### config.mk
export PLATFORM = sky130hd
export DESIGN_NAME = lc3_memory_io
export DESIGN_NICKNAME = d
export VERILOG_FILES = /design/src/rtl/lc3_mem_pkg.sv /design/src/rtl/lc3_mmio_regs.sv /design/src/rtl/lc3_memory_io.sv
export SDC_FILE = /design/constraint.sdc
export NUM_CORES = 1
export LEC_CHECK = 0
export ABC_AREA = 1
export BUFFER_PORTS_ARGS = -buffer_cell sky130_fd_sc_hd__buf_2
export CORE_MARGIN = 2
export CORE_UTILIZATION = 47
export CTS_CLUSTER_DIAMETER = 120
export CTS_CLUSTER_SIZE = 40
export DETAILED_ROUTE_END_ITERATION = 12
export GPL_TIMING_DRIVEN = 0
export PLACE_DENSITY_LB_ADDON = 0.3
export SYNTH_ARGS = -nofsm -noshare
export SYNTH_HDL_FRONTEND = slang
export SYNTH_SLANG_ARGS = --single-unit
export TNS_END_PERCENT = 30
### constraint.sdc
create_clock -name i_CLK -period 2.16 [get_ports i_CLK]
set_input_delay 0.432 -clock i_CLK [delete_from_list [all_inputs] [get_ports i_CLK]]
set_output_delay 0.432 -clock i_CLK [all_outputs]
set_load 0.005 [all_outputs]
### src/rtl/lc3_mem_pkg.sv
// Shared constants and types for the LC-3 memory/I-O unit.
package lc3_mem_pkg;

    localparam logic [15:0] KBSR_ADDR = 16'hFE00;
    localparam logic [15:0] KBDR_ADDR = 16'hFE02;
    localparam logic [15:0] DSR_ADDR  = 16'hFE04;
    localparam logic [15:0] DDR_ADDR  = 16'hFE06;
    localparam logic [15:0] MCR_ADDR  = 16'hFFFE;

    typedef enum logic [1:0] {
        IDLE,
        WAIT,
        DONE
    } state_t;

    typedef enum logic [2:0] {
        DEV_NONE,
        DEV_KBSR,
        DEV_KBDR,
        DEV_DSR,
        DEV_DDR,
        DEV_MCR
    } dev_t;

    function automatic dev_t decode_addr(input logic [15:0] addr);
        case (addr)
            KBSR_ADDR: return DEV_KBSR;
            KBDR_ADDR: return DEV_KBDR;
            DSR_ADDR:  return DEV_DSR;
            DDR_ADDR:  return DEV_DDR;
            MCR_ADDR:  return DEV_MCR;
            default:   return DEV_NONE;
        endcase
    endfunction

endpackage

### src/rtl/lc3_mmio_regs.sv
// Memory-mapped device registers: keyboard, display and machine control.
module lc3_mmio_regs
    import lc3_mem_pkg::*;
(
    input  logic        clk,
    input  logic        rst_n,
    input  logic        access,
    input  logic        write,
    input  dev_t        dev,
    input  logic        wr_bit15,
    input  logic        wr_bit14,
    input  logic [7:0]  wr_char,
    input  logic        kb_valid,
    input  logic [7:0]  kb_data,
    input  logic        disp_ack,
    output logic [15:0] rdata,
    output logic        kb_int,
    output logic        disp_valid,
    output logic [7:0]  disp_data,
    output logic        halt
);

    logic       kb_ready_reg;
    logic       kb_ie_reg;
    logic [7:0] kbdr_reg;
    logic       disp_valid_reg;
    logic [7:0] disp_data_reg;
    logic       mcr_reg;
    logic       kbdr_read;
    logic       dev_write;

    assign kbdr_read = access && !write && (dev == DEV_KBDR);
    assign dev_write = access && write;

    // Display is ready exactly when no character is outstanding.
    always_comb begin
        rdata = 16'h0000;
        case (dev)
            DEV_KBSR: rdata = {kb_ready_reg, kb_ie_reg, 14'h0000};
            DEV_KBDR: rdata = {8'h00, kbdr_reg};
            DEV_DSR:  rdata = {~disp_valid_reg, 15'h0000};
            DEV_MCR:  rdata = {mcr_reg, 15'h0000};
            default:  rdata = 16'h0000;
        endcase
    end

    always_ff @(posedge clk or negedge rst_n) begin
        if (!rst_n) begin
            kb_ready_reg   <= 1'b0;
            kb_ie_reg      <= 1'b0;
            kbdr_reg       <= 8'h00;
            disp_valid_reg <= 1'b0;
            disp_data_reg  <= 8'h00;
            mcr_reg        <= 1'b1;
        end else begin
            // A KBDR read frees the buffer in the same edge, so a coincident char is kept.
            if (kb_valid && (!kb_ready_reg || kbdr_read)) begin
                kbdr_reg     <= kb_data;
                kb_ready_reg <= 1'b1;
            end else if (kbdr_read) begin
                kb_ready_reg <= 1'b0;
            end

            if (dev_write && dev == DEV_KBSR)
                kb_ie_reg <= wr_bit14;
            if (dev_write && dev == DEV_MCR)
                mcr_reg <= wr_bit15;

            if (dev_write && dev == DEV_DDR && !disp_valid_reg) begin
                disp_data_reg  <= wr_char;
                disp_valid_reg <= 1'b1;
            end else if (disp_ack) begin
                disp_valid_reg <= 1'b0;
            end
        end
    end

    assign kb_int     = kb_ready_reg & kb_ie_reg;
    assign disp_valid = disp_valid_reg;
    assign disp_data  = disp_data_reg;
    assign halt       = ~mcr_reg;

endmodule

### src/rtl/lc3_memory_io.sv
// LC-3 memory/I-O unit: routes MAR/MDR accesses to the external bus or
// device registers and produces the microsequencer ready bit.
module lc3_memory_io
    import lc3_mem_pkg::*;
#(
    parameter int MEM_TIMEOUT = 255
) (
    input  logic        i_CLK,
    input  logic        i_Reset_n,
    input  logic        i_MIO_EN,
    input  logic        i_R_W,
    input  logic [15:0] i_MAR,
    input  logic [15:0] i_MDR,
    output logic        o_R_Bit,
    output logic [15:0] o_MDR_in,
    output logic        o_mem_req,
    output logic        o_mem_we,
    output logic [15:0] o_mem_addr,
    output logic [15:0] o_mem_wdata,
    input  logic        i_mem_ack,
    input  logic [15:0] i_mem_rdata,
    output logic        o_bus_err,
    input  logic        i_kb_valid,
    input  logic [7:0]  i_kb_data,
    output logic        o_kb_int,
    output logic        o_disp_valid,
    output logic [7:0]  o_disp_data,
    input  logic        i_disp_ack,
    output logic        o_halt
);

    localparam logic [7:0] TIMEOUT_LAST = 8'(MEM_TIMEOUT - 1);

    state_t      state_reg;
    logic [7:0]  count_reg;
    logic        req_reg;
    logic        we_reg;
    logic        err_reg;
    logic [15:0] addr_reg;
    logic [15:0] wdata_reg;
    logic [15:0] mdr_reg;
    dev_t        dev;
    logic        dev_access;
    logic [15:0] dev_rdata;

    assign dev        = decode_addr(i_MAR);
    assign dev_access = (state_reg == IDLE) && i_MIO_EN && (dev != DEV_NONE);

    lc3_mmio_regs u_regs (
        .clk        (i_CLK),
        .rst_n      (i_Reset_n),
        .access     (dev_access),
        .write      (i_R_W),
        .dev        (dev),
        .wr_bit15   (i_MDR[15]),
        .wr_bit14   (i_MDR[14]),
        .wr_char    (i_MDR[7:0]),
        .kb_valid   (i_kb_valid),
        .kb_data    (i_kb_data),
        .disp_ack   (i_disp_ack),
        .rdata      (dev_rdata),
        .kb_int     (o_kb_int),
        .disp_valid (o_disp_valid),
        .disp_data  (o_disp_data),
        .halt       (o_halt)
    );

    always_ff @(posedge i_CLK or negedge i_Reset_n) begin
        if (!i_Reset_n) begin
            state_reg <= IDLE;
            count_reg <= 8'd0;
            req_reg   <= 1'b0;
            we_reg    <= 1'b0;
            err_reg   <= 1'b0;
            addr_reg  <= 16'h0000;
            wdata_reg <= 16'h0000;
            mdr_reg   <= 16'h0000;
        end else begin
            err_reg <= 1'b0;
            case (state_reg)
                IDLE: begin
                    if (i_MIO_EN) begin
                        if (dev != DEV_NONE) begin
                            if (!i_R_W)
                                mdr_reg <= dev_rdata;
                            state_reg <= DONE;
                        end else begin
                            addr_reg  <= i_MAR;
                            wdata_reg <= i_MDR;
                            we_reg    <= i_R_W;
                            count_reg <= 8'd0;
                            req_reg   <= 1'b1;
                            state_reg <= WAIT;
                        end
                    end
                end
                WAIT: begin
                    // An ack in the final allowed cycle still wins over the timeout.
                    if (i_mem_ack) begin
                        if (!we_reg)
                            mdr_reg <= i_mem_rdata;
                        req_reg   <= 1'b0;
                        state_reg <= DONE;
                    end else if (count_reg == TIMEOUT_LAST) begin
                        mdr_reg   <= 16'h0000;
                        err_reg   <= 1'b1;
                        req_reg   <= 1'b0;
                        state_reg <= DONE;
                    end else begin
                        count_reg <= count_reg + 8'd1;
                    end
                end
                DONE:    state_reg <= IDLE;
                default: state_reg <= IDLE;
            endcase
        end
    end

    assign o_R_Bit     = (state_reg == DONE);
    assign o_MDR_in    = mdr_reg;
    assign o_mem_req   = req_reg;
    assign o_mem_we    = we_reg;
    assign o_mem_addr  = addr_reg;
    assign o_mem_wdata = wdata_reg;
    assign o_bus_err   = err_reg;

endmodule

==> qor.yml, run 1 <==
run_status:
  status: "finished, final reports clean"
sta:
  setup_viol_count_final: 0
  slew_headroom_pct: 65.3
  hold_violations: 0
  slew_violations: 0
  tightest_slew_ns: 0.518
  hold_slack_ns: 0.245
  final.setup_skew_ns: 0.00986
  rsz0062_at_grt: "no"
  period_minus_slack_ns: 1.99
  clock.fmax_mhz: 502
  layout_worst_path_cycle_share_pct: 92.1
power_and_ir_drop:
  p_leak_uw: 0.00276
  peakVddDrop_mv: 0.532
  powerDensity_mw_per_mm2: 1120
worst_setup_path:
  start_kind: "flip-flop"
  worst-path-buf-inv: 2
  crit_arrival_ns: 2.23
  rr_endpoint: "o_MDR_in[14]"
  critical-path-top-delay-family: "simple AND/OR/NAND/NOR gates"
  worstPathMaxFanout: 10
  max_stage_delay_ns: 0.43
  crit_top_cell: "nand2_1"
  r2r_start: "count_reg[0]"
  ff2ff_setup_slack_ns: 0.17
  cp.required_ns: 2.40
  critPathSlowestCell: "dfrtp_1"
  endpoint_kind: "flip-flop"
  path_class: "reg2reg"
  ff2ff_path_depth: 10
  path_cells: "inv_1 > ha_1 > nand3_1 > o211ai_4 > o21ai_2 > nor3_4 > nand2_4 > buf_6 > nand2_1 > nand2_1"
routing:
  drt_wl_total_um: 9490
  wl_per_cell_um: 13.2
  drt_iter0_drc: 135
  drt_pass1_iterations: 5
  drc: 0
  dr_total_vias: 3533
  final_antenna_net_count: 0
  vias_per_cell: 4.92
logic_synthesis:
  yosysWarnings: 0
  syn_area_mm2: 0.00383
  synthAdderAreaFrac_pct: 0.653
  synth_compound_area_share_pct: 4.21
  yosys-top-cells-count: "nand2_1, dfrtp_1, nand3_1"
  synthTopCellsByArea: "dfrtp_1, nand2_1, nand3_1"
  synth_area_per_cell_um2: 8.07
  muxShareOfSynthArea_pct: 0
  seq_area_frac_synth_pct: 52.9
  synth_cell_types: 34
  yosysTopAreaCell: "dfrtp_1"
  async_flop_share_pct: 100
  synth_most_common_cell: "nand2_1"
  synth_top_flop_cell: "dfrtp_1"
  synth_seq_cells: 81
  synth_edf_count: 0
  synth_cells: 475
  syn_nets: 540
  synth_simple_gate_area_share_pct: 35.7
  synth-xor-area-share_pct: 1.37
  synth_top_area_share_pct: 52.2
  synth_top_family_by_area: "simple AND/OR/NAND/NOR gates"
final_layout:
  nets: 678
  syn2layout_area_growth_pct: 27.0
  fin_area_mm2: 0.00487
  fill_cells: 730
  drive_gt1_share_pct: 27.8
  fin_cells: 718
  diodes: 0
die:
  rows: 32
  core_area_mm2: 0.00781
  die_w_um: 94.3
  initial_core_util_pct: 49.1
  fp.dieArea_mm2: 0.00890
  ioPinCount: 126
  fp.dieH_um: 94.3
placed_design:
  io_buffers: 123
  hpwl_um: 7150
  gp_congestion: 0.835
  placed_area_mm2: 0.00461
  dp_cells: 701
cts:
  htree_levels: 3
  cts_buffers: 9
  clk_pin_slew_ns: 0.08
  cts_num_sinks: 81
  cts-root-buf: "clkbuf_8"
  tritoncts: "done"
  clkLatencyLatePin_ns: 0.35
  max-clock-path-buffers: 2
worst_hold_path:
  hold_path_depth: 2
  whs_endpoint: "u_regs.disp_valid"
  min_from: "i_disp_ack"
  hp-class: "in2reg"
job:
  drv_cap: 0
global_route:
  grt_max_degree: 60
  grt-ovfl-total: 0
  grt.total_usage_pct: 22.5
  antenna_found_initial: 0
  grt_pass1_vias: 3450
  grt_pass1_wl_um: 15800
==> worst max path at each step <==
stage	end	slack, ns	start	cells past startpoint
final	o_MDR_in[14]	0.17	count_reg[0]	10
after global routing	u_regs.kbdr_reg[1]	0.03	i_MAR[4]	11
after CTS	o_MDR_in[14]	0.15	count_reg[0]	10
after detailed placement	o_mem_addr[6]	-0.16	i_MAR[4]	12
after global placement	u_regs.kbdr_reg[1]	-0.09	i_MAR[4]	11
after floorplan	o_MDR_in[10]	0.28	count_reg[0]	10
==> metal layers <==
| metal | up-vias | share of wire (%) | track usage, % | routed length, µm |
|---|---|---|---|---|
| met5 | - | 0 | 0 | 0 |
| met4 | 0 | 1.3 | 8.45 | 126 |
| met3 | 11 | 6.9 | 4.47 | 652 |
| met2 | 111 | 48 | 36.2 | 4510 |
| met1 | 1615 | 44 | 30.3 | 4200 |
| li1 | 1796 | - | - | - |
==> final cells by class <==
class                           instances  area [µm²]  area share [%]
Buffer                                 17        88.8            1.82
Timing Repair Buffer                  127         671            13.8
Multi-Input combinational cell        347        1610            33.1
Inverter                               30         113            2.31
Clock buffer                            9         124            2.54
Tap cell                              102         128            2.62
Clock inverter                          5         106            2.18
Sequential cell                        81        2030            41.6
==> cell families (layout without fill, tap and decap cells) <==
kind of cell               count (synthesis)  in the layout
buffers and inverters                     47            188
AOI/OAI and AO/OA                         27             27
DFF                                       81             81
and+or+nand+nor                          312            312
xor gates and xnor gates                   6              6
adders and majority gates                  2              2
==> through the flow <==
step	power (µW)	setup TNS [ns]	util (%)	setup WS, ns
after floorplan	3350	0	-	0.275
after CTS	5510	0	62.3	0.146
after global routing	5870	0	62.4	0.0263
after detailed placement	4180	-4.55	59.0	-0.165
final	5450	0	62.4	0.170
after global placement	4100	-1.83	58.6	-0.0869
==> cell usage in the layout (no fill, tap or decap), types with 2 or more instances in the layout <==
master     instances
clkbuf_1           6
clkbuf_8           9
buf_4              5
nor2_4             2
nor3_1             2
nand2_1          190
nand3_1           65
bufinv_16          3
inv_1             26
xor2_1             4
nor2_1            28
nand4_1            6
o21ai_0           21
nand3_2            2
nand3b_1           6
buf_2            129
dfrtp_1           80
inv_2              3
ha_1               2
xnor2_1            2
nand2_2            4
nor2_2             2
==> where the power goes <==
part           internal, µW  switching (µW)
Combinational           748            1130
Clock                   757             534
Sequential             2000             279
Total                  3510            1950
==> what timing repair did <==
item / in CTS / in global routing
hold buffers: 1 / 0
endpoints found under the setup margin: 16 / 4
resized for setup: 0 / 3
setup buffers: 2 / 0
pin swaps: 2 / 0
hold endpoints to repair: 22 / 0
(Power assumes the default switching activity.)
==> run 2, diff against run 1 <==
Settings changed: ABC_AREA 1 to default, CAP_MARGIN from default to 25.
==> run 2 against run 1 <==
- routed wire length fell by 18%
- utilization grew 0.14 points
- total power down 8.2%
- sequential cell count unchanged
- non-clock buffer count decreased by 7
- global-route usage decreased by 2.6 points
- cell area down 6.4%
- clock power down 31%
- largest power group unchanged
- highest routed layer unchanged
==> qor.yml, run 2 <==
run_status:
  status: "finished, final reports clean"
power_and_ir_drop:
  p_seq_share_pct: 45.8
  p_leak_uw: 0.00226
  powerDensity_mw_per_mm2: 1100
  peakVddDrop_mv: 0.551
  p_total_uw: 5010
  switchingPower_uw: 1540
  combPwrFrac_pct: 36.4
  clkPwrFrac_pct: 17.9
  switching_share_pct: 30.7
  p_int_uw: 3470
global_route:
  antenna_found_initial: 0
  grt_max_degree: 44
  grt.total_usage_pct: 19.9
  grt_pass1_vias: 2744
  grt-ovfl-total: 0
  grt_pass1_wl_um: 13100
placed_design:
  dp_cells: 493
  hpwl_um: 5840
  gp_congestion: 0.776
  placed_area_mm2: 0.00432
  io_buffers: 125
routing:
  drc: 0
  drt_iter0_drc: 57
  final_antenna_net_count: 0
  vias_per_cell: 5.12
  wl_per_cell_um: 15.2
  dr_total_vias: 2621
  drt_wl_total_um: 7810
  drt_pass1_iterations: 4
logic_synthesis:
  synth_most_common_cell: "dfrtp_1"
  yosys-top-cells-count: "dfrtp_1, mux2_2, nand2_1"
  synth_compound_area_share_pct: 5.60
  synth_cells: 268
  muxShareOfSynthArea_pct: 22.0
  synthTopCellsByArea: "dfrtp_1, mux2_2, mux2i_1"
  synth_simple_gate_area_share_pct: 10.7
  yosysTopAreaCell: "dfrtp_1"
  synth_top_area_share_pct: 56.4
  synth_edf_count: 0
  async_flop_share_pct: 100
  synth_top_family_by_area: "multiplexers"
  synth_area_per_cell_um2: 13.3
  synthAdderAreaFrac_pct: 0.704
  yosysWarnings: 0
  seq_area_frac_synth_pct: 57.1
  synth_top_flop_cell: "dfrtp_1"
  syn_nets: 333
  synth-xor-area-share_pct: 1.23
  synth_seq_cells: 81
  syn_area_mm2: 0.00355
  synth_cell_types: 45
sta:
  hold_slack_ns: 0.0585
  slew_violations: 0
  rsz0062_at_grt: "yes"
  hold_violations: 0
  setup_viol_count_final: 0
  final.setup_skew_ns: 0.00508
  period_minus_slack_ns: 2.12
  layout_worst_path_cycle_share_pct: 98.3
  slew_headroom_pct: 59.0
  tightest_slew_ns: 0.612
  clock.fmax_mhz: 471
  tns_ns: 0
final_layout:
  final_common_cell: "buf_2"
  drive_gt1_share_pct: 55.0
  diodes: 0
  fin_area_mm2: 0.00456
  fin_cells: 512
  nets: 475
  layout.cells.most_common_list: "buf_2, dfrtp_1, mux2_2"
  syn2layout_area_growth_pct: 28.3
worst_setup_path:
  critPathSlowestCell: "dfrtp_1"
  path_class: "reg2reg"
  cp.required_ns: 2.39
  critical-path-top-delay-family: "compound AO/OA/AOI/OAI gates"
  path_cells: "inv_1 > ha_1 > nand2_2 > or3_4 > a31o_4 > a21oi_4 > buf_12 > mux2_2"
  start_kind: "flip-flop"
  crit_arrival_ns: 2.35
  max_stage_delay_ns: 0.38
  endpoint_kind: "flip-flop"
  worst-path-buf-inv: 2
  worstPathMaxFanout: 5
job:
  drv_cap: 0
cts:
  tritoncts: "done"
  clk_pin_slew_ns: 0.08
  ctsHoldBuffers: 0
  max-clock-path-buffers: 2
  cts_num_sinks: 81
  cts-root-buf: "clkbuf_8"
  cts_buffers: 9
  clkLatencyLatePin_ns: 0.34
  htree_levels: 3
die:
  fp.dieArea_mm2: 0.00827
  ioPinCount: 126
  initial_core_util_pct: 48.7
  fp.dieH_um: 90.9
  core_area_mm2: 0.00729
  rows: 31
  die_w_um: 90.9
worst_hold_path:
  hp-class: "in2async"
-- run 2: cell count changes in the layout (fill, tap and decap cells not counted), moves of 4 or more --
| cell | delta |
|---|---|
| mux2_4 | +4 |
| nor2_1 | -13 |
| nand2_1 | -173 |
| mux2i_1 | +8 |
| and2_1 | +4 |
| o21ai_0 | -18 |
| buf_12 | +4 |
| mux2_2 | +57 |
| nand3_1 | -63 |
| a22o_1 | +8 |
| inv_1 | -12 |
| nand3b_1 | -6 |
| clkinv_2 | +5 |
| clkbuf_1 | -5 |
-- run 2: power by group through the flow --
stage          registers (µW)  logic, µW  clock network (µW)
2_1_floorplan            2350        924                   0
3_3_place_gp             2300       1680                   0
3_5_place_dp             2330       1730                   0
4_1_cts                  2300       1840                 930
5_1_grt                  2360       2000                 997
6_report                 2290       1820                 895
-- run 2: stage by stage --
step                worst slack, ns  utilization (%)
CTS                          0.0238             62.1
global placement             -0.267             59.0
floorplan                    0.0868                -
global route                -0.0552             62.5
finish                       0.0367             62.5
detailed placement           -0.343             59.3
-- run 2: kinds of logic after synthesis --
group           after synthesis
simple gates                 67
fa+ha+maj                     2
buf+inv                      20
flops                        81
compound gates               24
mux                          69
xor+xnor                      5
-- run 2: metal layers --
layer | global-route usage (%) | up-vias | routed length (µm)
met4 | 6.94 | 0 | 119
met5 | 0 | - | 0
met3 | 5.64 | 10 | 536
met2 | 31.7 | 92 | 3610
li1 | - | 1238 | -
met1 | 26.3 | 1281 | 3540
-- run 2: final timing paths --
kind                               from                   to  slack, ns  depth (start not counted)
max                        count_reg[0]          o_MDR_in[4]       0.04                          8
min                           i_Reset_n         count_reg[6]       0.06                          1
max reg2reg                count_reg[0]          o_MDR_in[4]       0.04                          8
min reg2reg                 o_MDR_in[0]          o_MDR_in[0]       0.50                          1
max in group asynchronous     i_Reset_n  u_regs.disp_data[0]       1.50                          2
min in group i_CLK           i_disp_ack    u_regs.disp_valid       0.27                          2
-- run 2: repair_timing --
| item | 4_1_cts | 5_1_grt |
|---|---|---|
| endpoints found under the setup margin | 10 | 52 |
| buffers inserted | 4 | 1 |
| cloned | 0 | 0 |
| pin swaps | 0 | 2 |
| gates resized for setup | 1 | 8 |
-- run 2: layout make-up --
cell class,instances,area [µm²]
Buffer,6,43.8
Clock inverter,5,25.0
Inverter,14,52.6
Sequential cell,81,2030
Clock buffer,9,124
Multi-Input combinational cell,167,1450
Fill cell,639,2730
Timing Repair Buffer,131,711
Tap cell,99,124
